<file path="config.mk">
export PLATFORM = sky130hd
export DESIGN_NAME = morse_keyer
export DESIGN_NICKNAME = d
export VERILOG_FILES = /design/src/rtl/morse_keyer.sv
export SDC_FILE = /design/constraint.sdc
export NUM_CORES = 1
export LEC_CHECK = 0
export CAP_MARGIN = 40
export CORE_UTILIZATION = 45
export CTS_CLUSTER_SIZE = 30
export DETAILED_ROUTE_END_ITERATION = 12
export GPL_TIMING_DRIVEN = 0
export PLACE_DENSITY = 0.74
export SETUP_SLACK_MARGIN = 0.2
export SKIP_CTS_REPAIR_TIMING = 1
export SKIP_LAST_GASP = 1
export SLEW_MARGIN = 20
export SYNTH_ARGS = -nofsm -noshare
export SYNTH_HDL_FRONTEND = slang
export SYNTH_SLANG_ARGS = --single-unit
</file>
<file path="constraint.sdc">
create_clock -name clk -period 2.92 [get_ports clk]
set_clock_uncertainty 0.2 [all_clocks]
set_input_delay 0.292 -clock clk [delete_from_list [all_inputs] [get_ports clk]]
set_output_delay 0.292 -clock clk [all_outputs]
set_load 0.02 [all_outputs]
</file>
<file path="src/rtl/morse_keyer.sv">
// ---------------------------------------------------------------------------
// morse_keyer
//   Timed Morse transmitter. Accepts one character per valid/ready handshake
//   as a dot/dash pattern plus an element count, and drives a key line with
//   standard Morse timing (dot 1u, dash 3u, element gap 1u, letter gap 3u,
//   word space 4u of extra silence so that letter gap + word space = 7u).
//
// Parameters
//   UNIT_CYC  clock cycles per Morse time unit (1..65535)
//   CTW       width of the cycle counter, must hold UNIT_CYC-1
//
// Ports
//   clk       in   rising-edge clock
//   nrst      in   asynchronous active-low reset
//   in_valid  in   character offered on in_len/in_code
//   in_ready  out  character can be accepted this cycle
//   in_len    in   element count 1..5, 0 = word space, 6/7 clamp to 5
//   in_code   in   element pattern, bit 0 first, 1 = dash, 0 = dot
//   key       out  Morse key, 1 = mark
//   busy      out  inverse of in_ready
//   done      out  one-cycle pulse when a character and its gap complete
//
// state   | meaning
// --------+-----------------------------------------------------------
// S_IDLE  | waiting for a character, in_ready high
// S_MARK  | key high for the current element (1u dot / 3u dash)
// S_SPACE | key low for 1u between elements of one character
// S_GAP   | key low for the trailing 3u letter gap (4u for word space)
// ---------------------------------------------------------------------------
module morse_keyer #(
    parameter int UNIT_CYC = 50,
    parameter int CTW      = 16
) (
    input  logic       clk,
    input  logic       nrst,
    input  logic       in_valid,
    output logic       in_ready,
    input  logic [2:0] in_len,
    input  logic [4:0] in_code,
    output logic       key,
    output logic       busy,
    output logic       done
);

    typedef enum logic [1:0] {
        S_IDLE  = 2'd0,
        S_MARK  = 2'd1,
        S_SPACE = 2'd2,
        S_GAP   = 2'd3
    } state_t;

    state_t         r_state;
    state_t         w_state_nxt;

    logic [CTW-1:0] r_cyc;
    logic [2:0]     r_units;
    logic [2:0]     r_idx;
    logic [2:0]     r_len;
    logic [4:0]     r_code;

    logic           r_key;
    logic           r_done;
    logic           r_ready;
    logic           r_busy;

    logic           w_accept;
    logic [2:0]     w_len_clamp;
    logic           w_wrap;
    logic           w_unit_end;
    logic [2:0]     w_idx_nxt;
    logic           w_more;
    logic           w_key_nxt;
    logic           w_done_nxt;
    logic           w_ready_nxt;

    assign w_accept    = in_valid && r_ready && (r_state == S_IDLE);
    assign w_len_clamp = (in_len > 3'd5) ? 3'd5 : in_len;
    assign w_wrap      = (r_cyc == CTW'(UNIT_CYC - 1));
    // A state ends on the wrap that consumes its final unit.
    assign w_unit_end  = w_wrap && (r_units == 3'd1);
    assign w_idx_nxt   = r_idx + 3'd1;
    assign w_more      = (w_idx_nxt < r_len);

    // State register
    always_ff @(posedge clk or negedge nrst) begin
        if (!nrst) begin
            r_state <= S_IDLE;
        end else begin
            r_state <= w_state_nxt;
        end
    end

    // Next-state logic
    always_comb begin
        w_state_nxt = r_state;
        case (r_state)
            S_IDLE: begin
                if (w_accept) begin
                    w_state_nxt = (w_len_clamp == 3'd0) ? S_GAP : S_MARK;
                end
            end
            S_MARK: begin
                if (w_unit_end) begin
                    w_state_nxt = w_more ? S_SPACE : S_GAP;
                end
            end
            S_SPACE: begin
                if (w_unit_end) begin
                    w_state_nxt = S_MARK;
                end
            end
            S_GAP: begin
                if (w_unit_end) begin
                    w_state_nxt = S_IDLE;
                end
            end
            default: w_state_nxt = S_IDLE;
        endcase
    end

    // Output logic: next values, registered below so every output is a flop
    always_comb begin
        w_key_nxt   = (w_state_nxt == S_MARK);
        w_ready_nxt = (w_state_nxt == S_IDLE);
        w_done_nxt  = (r_state == S_GAP) && (w_state_nxt == S_IDLE);
    end

    always_ff @(posedge clk or negedge nrst) begin
        if (!nrst) begin
            r_key   <= 1'b0;
            r_done  <= 1'b0;
            r_ready <= 1'b1;
            r_busy  <= 1'b0;
        end else begin
            r_key   <= w_key_nxt;
            r_done  <= w_done_nxt;
            r_ready <= w_ready_nxt;
            r_busy  <= ~w_ready_nxt;
        end
    end

    // Timing datapath: cycle counter, remaining units, element index
    always_ff @(posedge clk or negedge nrst) begin
        if (!nrst) begin
            r_cyc   <= '0;
            r_units <= 3'd0;
            r_idx   <= 3'd0;
            r_len   <= 3'd0;
            r_code  <= 5'd0;
        end else if (r_state == S_IDLE) begin
            if (w_accept) begin
                r_code <= in_code;
                r_len  <= w_len_clamp;
                r_idx  <= 3'd0;
                r_cyc  <= '0;
                if (w_len_clamp == 3'd0) begin
                    r_units <= 3'd4;
                end else begin
                    r_units <= in_code[0] ? 3'd3 : 3'd1;
                end
            end
        end else begin
            r_cyc <= w_wrap ? '0 : r_cyc + CTW'(1);
            if (w_unit_end) begin
                case (r_state)
                    S_MARK:  r_units <= w_more ? 3'd1 : 3'd3;
                    S_SPACE: begin
                        r_idx   <= w_idx_nxt;
                        r_units <= r_code[w_idx_nxt] ? 3'd3 : 3'd1;
                    end
                    default: r_units <= 3'd0;
                endcase
            end else if (w_wrap) begin
                r_units <= r_units - 3'd1;
            end
        end
    end

    assign key      = r_key;
    assign done     = r_done;
    assign in_ready = r_ready;
    assign busy     = r_busy;

endmodule

</file>
==> results of run 1 <==
## sequential cells by signal (all words and copies together) (netlist names)
signal / cells
r_cyc: 16
r_len: 3
key: 1
r_code: 5
done: 1
r_idx: 3
busy: 1
r_state: 2
in_ready: 1
r_units: 3
## routing by layer
layer  routed length, um  vias to the layer above
li1                    -                      841
met1                2157                      793
met2                1940                       31
met3                 176                        2
met4                  31                        0
met5                   0                        -
## worst max-delay path, delay by kind of cell, from the launching register on
family | cells | cell delay [ns]
fa+ha+maj | 1 | 0.15
compound gates | 1 | 0.09
simple gates | 4 | 1.18
buf+inv | 2 | 0.35
flops | 1 | 0.42
## power groups by stage
| stage | sequential [W] | combinational (W) | clock [W] |
|---|---|---|---|
| after floorplan | 0.000508 | 0.000000989 | 0 |
| after global placement | 0.000508 | 0.0000262 | 0 |
| after detailed placement | 0.000508 | 0.0000291 | 0 |
| after CTS | 0.000498 | 0.0000291 | 0.000449 |
| after global routing | 0.000498 | 0.0000327 | 0.000469 |
| final | 0.000498 | 0.0000289 | 0.000440 |
## cell families after synthesis
family          Yosys count
flops                    36
xor+xnor                  3
simple gates             85
buf+inv                  18
compound gates           53
mux                       8
fa+ha+maj                11
## stage by stage
stage / hold slack [ns] / utilization, % / setup WS (ns)
final: 0.2126 / 54.93 / 0.4099
after global routing: 0.2421 / 54.93 / 0.2639
after CTS: -0.3112 / 54.68 / 0.2857
after detailed placement: 0.004366 / 52.15 / 0.3202
after global placement: 0.2832 / 51.81 / 0.3664
after floorplan: -0.2036 / - / 0.6317
## final timing paths
kind,from,to,cells after the start
setup / recovery,r_cyc[1],r_units[0],8
min in group clk,r_len[1],r_len[1],2
hold / removal,nrst,r_cyc[3],2
setup reg to reg,r_cyc[1],r_units[0],8
max in group asynchronous,nrst,in_ready,3
hold reg to reg,r_len[1],r_len[1],2
## cell usage after synthesis, types with 3 or more instances
| library cell | instances | share of area (%) |
|---|---|---|
| nor2b_1 | 3 | 0.90 |
| nand2b_1 | 3 | 0.90 |
| ha_1 | 11 | 6.6 |
| a21o_1 | 3 | 1.1 |
| o31ai_1 | 5 | 1.8 |
| nand2_1 | 16 | 2.9 |
| dfrtp_1 | 35 | 42 |
| nor3_1 | 7 | 1.7 |
| a21oi_1 | 5 | 1.2 |
| nor2_1 | 13 | 2.3 |
| nand4_1 | 3 | 0.90 |
| o21ai_0 | 20 | 4.8 |
| inv_1 | 10 | 1.8 |
| mux2_2 | 6 | 3.2 |
| and3_1 | 6 | 1.8 |
| nand3_1 | 14 | 3.4 |
| nor4_1 | 4 | 1.2 |
| clkbuf_1 | 6 | 1.1 |
## area by class of cell
class | count | share of cell area (%)
Clock buffer | 5 | 2.838
Clock inverter | 3 | 1.754
Inverter | 10 | 1.548
Sequential cell | 36 | 37.20
Tap cell | 52 | 2.683
Buffer | 8 | 1.496
Timing Repair Buffer | 16 | 6.811
Multi-Input combinational cell | 160 | 45.67
==> results_dict.tcl, run 1 <==
set metrics [dict create \
    rsz0062_at_grt "no" \
    clk_latency_ns 0.29 \
    synth-async-reset-ratio_pct 100.0 \
    grt_overflow 0 \
    cts_tree "built" \
    vias 1667 \
    cts.clk_slew.worst_paths_ns 0.08 \
    p_comb_share_pct 3.0 \
    final_max_slew_viol_count 0 \
    seq_area_um2 902.1 \
    firstDrtPassIters 4 \
    syn_nets 236 \
    grt_pass1_vias 1494 \
    syn_area_per_cell_um2 9.729 \
    syn_area_um2 2082 \
    min_period_ns 2.510 \
    yosys_warnings 0 \
    totalWireLength_mm 4.306 \
    grt.total_usage_pct 19.52 \
    placed_cells 281 \
    wl_per_cell_um 14.85 \
    hpwl_mm 3.116 \
    clockRootBuffer "clkbuf_8" \
    synth_adder_area_share_pct 6.611 \
    clockBufferDepth 2 \
    layout-drive-gt1-share_pct 11.76 \
    final_cell_mix "35 x dfrtp_1, 20 x o21ai_0, 16 x nand2_1, 14 x nand3_1" \
    synthDistinctLibCells 53 \
    leakage_nw 1.044 \
    synthMuxAreaShare_pct 4.808 \
    setup_viol 0 \
    antenna_found_initial 0 \
    fmax_mhz 398.4 \
    final_common_cell "dfrtp_1" \
    total_power_w 0.0009673 \
    final_area_um2 2425 \
    swShare_pct 20.79 \
    synthCells 214 \
    drtIter0Drc 96 \
    drt-vias-per-instance 5.748 \
    slew_headroom_pct 67.30 \
    clock-sinks 36 \
    synth_compound_area_share_pct 16.77 \
    critical_path_required_ns 2.89 \
    yosysSeqAreaShare_pct 43.33 \
    period_share_pct 85.96 \
    grt_use_met1_pct 29.12 \
    status "finished clean" \
    ir_drop_mv 0.2716 \
    h-tree-depth 2 \
    ios 15 \
    clockPowerShare_pct 45.5 \
    worst_pin_slew_ns 0.4895 \
    start_util_pct 47.17 \
    critical-path-max-stage-delay_ns 0.47 \
    met2_usage_pct 27.88 \
    fillCellCount 394 \
    hold_viol 0 \
    r2r_slack_ns 0.41 \
    p_sw_w 0.0002011 \
    p_int_w 0.0007661 \
    area.growth.synth_to_final_pct 16.47 \
    cp.arrival_ns 2.48 \
    globalplace.congestion 0.8215 \
    path_max_fanout 10 \
    io_buffers 14 \
    path_cells "inv_1 -> ha_1 -> or4b_4 -> nor4_4 -> buf_4 -> nand2_1 -> nor3_1 -> o21ai_1" \
    drc 0 \
    yosys.area_share.simple_pct 23.74 \
    cts-buffers-inserted 5 \
    ant_nets 0 \
    nets 259 \
    fin_setup_tns_ns 0 \
    busiest_layer "met1" \
    diodes 0 \
    multi_input_area_um2 1107 \
    grt_pass1_wl_mm 7.576 \
    slowest_stage "or4b_4" \
    ys.flop_type "dfrtp_1" \
    die_area_um2 4903 \
    die_height_um 70.02 \
    core-area_um2 4414 \
    pwr_density_cell_nw_per_um2 398.9 \
    synth_xor_area_share_pct 1.262 \
    maxCapViolCount 0 \
    ys_seq_elements 36 \
    synth_top_family_by_area "simple AND/OR/NAND/NOR gates" \
    synth_edf_count 0 \
    min_path_type "input pin to asynchronous set/reset pin" \
    fin_cells 290 \
    end_kind "register" \
    die_w_um 70.02 \
    grt_util_met3_pct 4.618 \
    p_seq_share_pct 51.5 \
    grt_max_degree 25 \
    path_class "register to register" \
    postPlaceCellArea_um2 2302 \
    startpoint_type "register" \
    row_count 24 \
]
Power figures use the tool's default switching activity.
==> run 2, diff against run 1 <==
CORE_ASPECT_RATIO = 1.1   (was default)
CORE_MARGIN = 1   (was default)
SKIP_LAST_GASP = default   (was 1)
==> results_dict.tcl, run 2 (same netlist as run 1, synthesis figures left out) <==
set metrics [dict create \
    final_max_slew_viol_count 0 \
    final_area_um2 2414 \
    rsz0062_at_grt "no" \
    cts_tree "built" \
    postPlaceCellArea_um2 2312 \
    row_count 25 \
    fin_hold_ws_ns 0.2706 \
    setup_viol 0 \
    slew_headroom_pct 60.18 \
    grt_pass1_vias 1598 \
    cts.clk_slew.worst_paths_ns 0.07 \
    ios 15 \
    nets 259 \
    ant_nets 0 \
    drtIter0Drc 147 \
    clk_latency_ns 0.29 \
    layout-drive-gt1-share_pct 10.92 \
    wl_per_cell_um 15.21 \
    die_area_um2 4903 \
    vias 1709 \
    reg_top3 "r_cyc: 16 flops, r_code: 5 flops" \
    startpoint_type "register" \
    path_max_fanout 10 \
    final_common_cell "dfrtp_1" \
    diodes 0 \
    status "finished clean" \
    min_period_ns 2.509 \
    r2r-end "r_units[0]" \
    critical_path_required_ns 2.89 \
    hold_viol 0 \
    ir_drop_mv 0.3124 \
    final_cell_mix "35 x dfrtp_1, 20 x o21ai_0, 16 x nand2_1, 14 x nand3_1" \
    fillCellCount 401 \
    maxCapViolCount 0 \
    period_share_pct 85.92 \
    drt-vias-per-instance 5.853 \
    drc 0 \
    grt.total_usage_pct 19.94 \
    io_buffers 14 \
    grt_pass1_wl_mm 7.189 \
    pwr_density_cell_nw_per_um2 370.8 \
    grt_max_degree 22 \
    total_power_w 0.0008948 \
    min_path_type "input pin to asynchronous set/reset pin" \
    rr_worst_depth 8 \
    start_util_pct 47.54 \
    leakage_nw 1.039 \
    fin_cells 292 \
    worstReg2RegStart "r_cyc[1]" \
    placed_cells 283 \
    path_class "register to register" \
    clockBufferDepth 2 \
    die_w_um 66.86 \
    firstDrtPassIters 4 \
    largest_register_ffs 16 \
    area.growth.synth_to_final_pct 15.93 \
    fin_setup_tns_ns 0 \
    fmax_mhz 398.6 \
    hpwl_mm 3.170 \
    globalplace.congestion 0.8604 \
    antenna_found_initial 0 \
    grt_overflow 0 \
    totalWireLength_mm 4.441 \
    cp.arrival_ns 2.48 \
    regMostFlops "r_cyc" \
    r2r_slack_ns 0.41 \
    clockRootBuffer "clkbuf_8" \
    cts-buffers-inserted 5 \
    die_height_um 73.34 \
    core-area_um2 4379 \
    h-tree-depth 2 \
    clock-sinks 36 \
    worst_pin_slew_ns 0.5919 \
    end_kind "register" \
]
## run 2: cell types whose count changed in the layout (fill, tap and decap cells not counted), sizes merged
cell	before	now
clkinv	1	0
clkbuf	11	14
clkinvlp	1	0
bufinv	1	0
## run 2: per-layer routing
| layer | vias to the layer above | track usage, % | wire length (um) |
|---|---|---|---|
| met1 | 838 | 23.59 | 2006 |
| met4 | 0 | 7.565 | 58 |
| met2 | 30 | 34.68 | 2253 |
| met5 | - | 0 | 0 |
| met3 | 4 | 4.658 | 123 |
| li1 | 837 | - | - |
## run 2: worst max path at each step
stage	slack (ns)	startpoint	endpoint	cells past startpoint
3_5_place_dp	0.36	r_state[1]	r_units[0]	8
6_report	0.41	r_cyc[1]	r_units[0]	8
5_1_grt	0.23	r_cyc[1]	r_units[0]	8
3_3_place_gp	0.37	r_cyc[1]	r_units[0]	9
4_1_cts	0.33	r_cyc[1]	r_units[0]	9
2_1_floorplan	0.63	r_cyc[1]	busy	7
## run 2: worst max-delay path: stages (launching register included)
cell     delay, ns
dfrtp_1       0.41
inv_1         0.09
ha_1          0.16
or4b_4        0.47
nor4_4        0.44
buf_4         0.27
nand2_1       0.07
nor3_1        0.19
o21ai_1       0.09
## run 2: layout make-up
class                      instances  area, um^2  area share (%)
timing repair buffer              16       172.7           7.154
tap                               54       67.56           2.799
multi-input combinational        160        1107           45.88
inverter                          10       37.54           1.555
clock buffer                       8       90.09           3.733
sequential                        36       902.1           37.38
buffer                             8       36.28           1.503
## run 2: per-stage QoR
stage               setup WS, ns  util (%)
floorplan                 0.6317         -
detailed placement        0.3564     52.80
global placement          0.3719     52.29
CTS                       0.3262     54.86
global route              0.2338     55.11
finish                    0.4112     55.11
## run 2: power breakdown
group	total (W)	internal (W)	leakage, nW	switching [W]
registers	0.000498	0.000498	0.396	0
clock network	0.000365	0.000192	0.0455	0.000173
logic	0.0000310	0.0000162	0.598	0.0000147
total	0.000895	0.000707	1.04	0.000188
==> run 3, diff against run 2 <==
CORE_ASPECT_RATIO = 0.5   (was 1.1)
==> results_dict.tcl, run 3 (same netlist as run 1, synthesis figures left out) <==
set metrics [dict create \
    status "finished clean" \
    die_w_um 98.20 \
    fin_setup_tns_ns 0 \
    r2r_slack_ns 0.40 \
    met2_usage_pct 33.57 \
    rr_worst_depth 8 \
    worst_pin_slew_ns 0.4872 \
    hold_viol 0 \
    ios 15 \
    fmax_mhz 397.4 \
    clk_latency_ns 0.29 \
    busiest_layer "met2" \
    start_util_pct 47.06 \
    h-tree-depth 2 \
    maxCapViolCount 0 \
    drtIter0Drc 89 \
    grt_util_met3_pct 5.532 \
    ant_nets 0 \
    totalWireLength_mm 4.263 \
    leakage_nw 1.044 \
    final_cell_mix "35 x dfrtp_1, 20 x o21ai_0, 16 x nand2_1, 14 x nand3_1" \
    grt_pass1_vias 1693 \
    drc 0 \
    slew_headroom_pct 67.22 \
    globalplace.congestion 0.8429 \
    period_share_pct 86.18 \
    reg_top3 "r_cyc: 16 flops, r_code: 5 flops" \
    fin_cells 294 \
    grt_overflow 0 \
    end_kind "register" \
    r2r-end "r_units[0]" \
    pwr_density_cell_nw_per_um2 374.6 \
    crit_start "r_cyc[1]" \
    antenna_found_initial 0 \
    path_class "register to register" \
    cts_tree "built" \
    wl_per_cell_um 14.50 \
    clock-sinks 36 \
    largest_register_ffs 16 \
    cts-buffers-inserted 5 \
    endpoint "r_units[0]" \
    min_period_ns 2.516 \
    grt_max_degree 22 \
    drt-vias-per-instance 5.786 \
    ir_drop_mv 0.2999 \
    layout-drive-gt1-share_pct 11.39 \
    min_path_type "input pin to asynchronous set/reset pin" \
    grt_use_met1_pct 25.38 \
    cp.arrival_ns 2.49 \
    final_common_cell "dfrtp_1" \
    placed_cells 286 \
    rsz0062_at_grt "no" \
    regMostFlops "r_cyc" \
    firstDrtPassIters 4 \
    nets 259 \
    vias 1701 \
    clockRootBuffer "clkbuf_8" \
    critical_path_required_ns 2.89 \
    grt_pass1_wl_mm 7.624 \
    grt.total_usage_pct 20.16 \
    path_max_fanout 10 \
    diodes 0 \
    worstReg2RegStart "r_cyc[1]" \
    io_buffers 14 \
    area.growth.synth_to_final_pct 16.41 \
    die_area_um2 4919 \
    final_max_slew_viol_count 0 \
    setup_viol 0 \
    hpwl_mm 3.126 \
    clockBufferDepth 2 \
    core-area_um2 4424 \
    startpoint_type "register" \
    cts.clk_slew.worst_paths_ns 0.07 \
    row_count 17 \
    utilization_pct 54.78 \
    total_power_w 0.0009078 \
    die_height_um 50.10 \
]
run 3: cell types whose count changed in the layout (fill, tap and decap cells not counted), sizes merged:
| cell | before | now |
|---|---|---|
| clkbuf | 14 | 13 |
run 3: worst min path at each step:
| stage | start | end | slack [ns] | cells after the start |
|---|---|---|---|---|
| floorplan | nrst | busy | -0.20 | 0 |
| global placement | r_len[1] | r_len[1] | 0.27 | 2 |
| detailed placement | nrst | r_cyc[0] | 0.05 | 1 |
| CTS | nrst | r_cyc[8] | -0.26 | 1 |
| global route | r_code[3] | r_code[3] | 0.31 | 1 |
| finish | nrst | r_cyc[8] | 0.26 | 2 |
run 3: report_power, final:
group / switching [W] / internal, W
Sequential: 0 / 0.000499
Combinational: 0.0000143 / 0.0000162
Clock: 0.000169 / 0.000210
run 3: metrics by stage:
| stage | setup slack, ns | hold WS (ns) | area (um^2) |
|---|---|---|---|
| 6_report | 0.4036 | 0.2643 | 2424 |
| 2_1_floorplan | 0.6317 | -0.2036 | 2082 |
| 4_1_cts | 0.3183 | -0.2607 | 2412 |
| 3_3_place_gp | 0.3894 | 0.2744 | 2293 |
| 3_5_place_dp | 0.3086 | 0.05165 | 2316 |
| 5_1_grt | 0.2311 | 0.3070 | 2424 |
run 3: cell type report:
cell class	count	area, um^2
repair buffers	16	172.7
multi-input cells	160	1107
plain buffers	8	36.28
inverters	10	37.54
clock buffers	7	96.34
flip-flops and latches	36	902.1
fillers	406	2001
well taps	57	71.32
run 3: routing by layer:
layer | part of all wire, % | wire [um]
met3 | 3.5 | 151
met4 | 1.1 | 48
met2 | 47 | 1992
met1 | 49 | 2071
met5 | 0 | 0
run 3: critical path: stages (launching register included):
cell and delay [ns]:
dfrtp_1 0.42, inv_1 0.09, ha_1 0.15, or4b_4 0.48, nor4_4 0.45, buf_4 0.26, nand2_1 0.07, nor3_1 0.19
o21ai_1 0.09
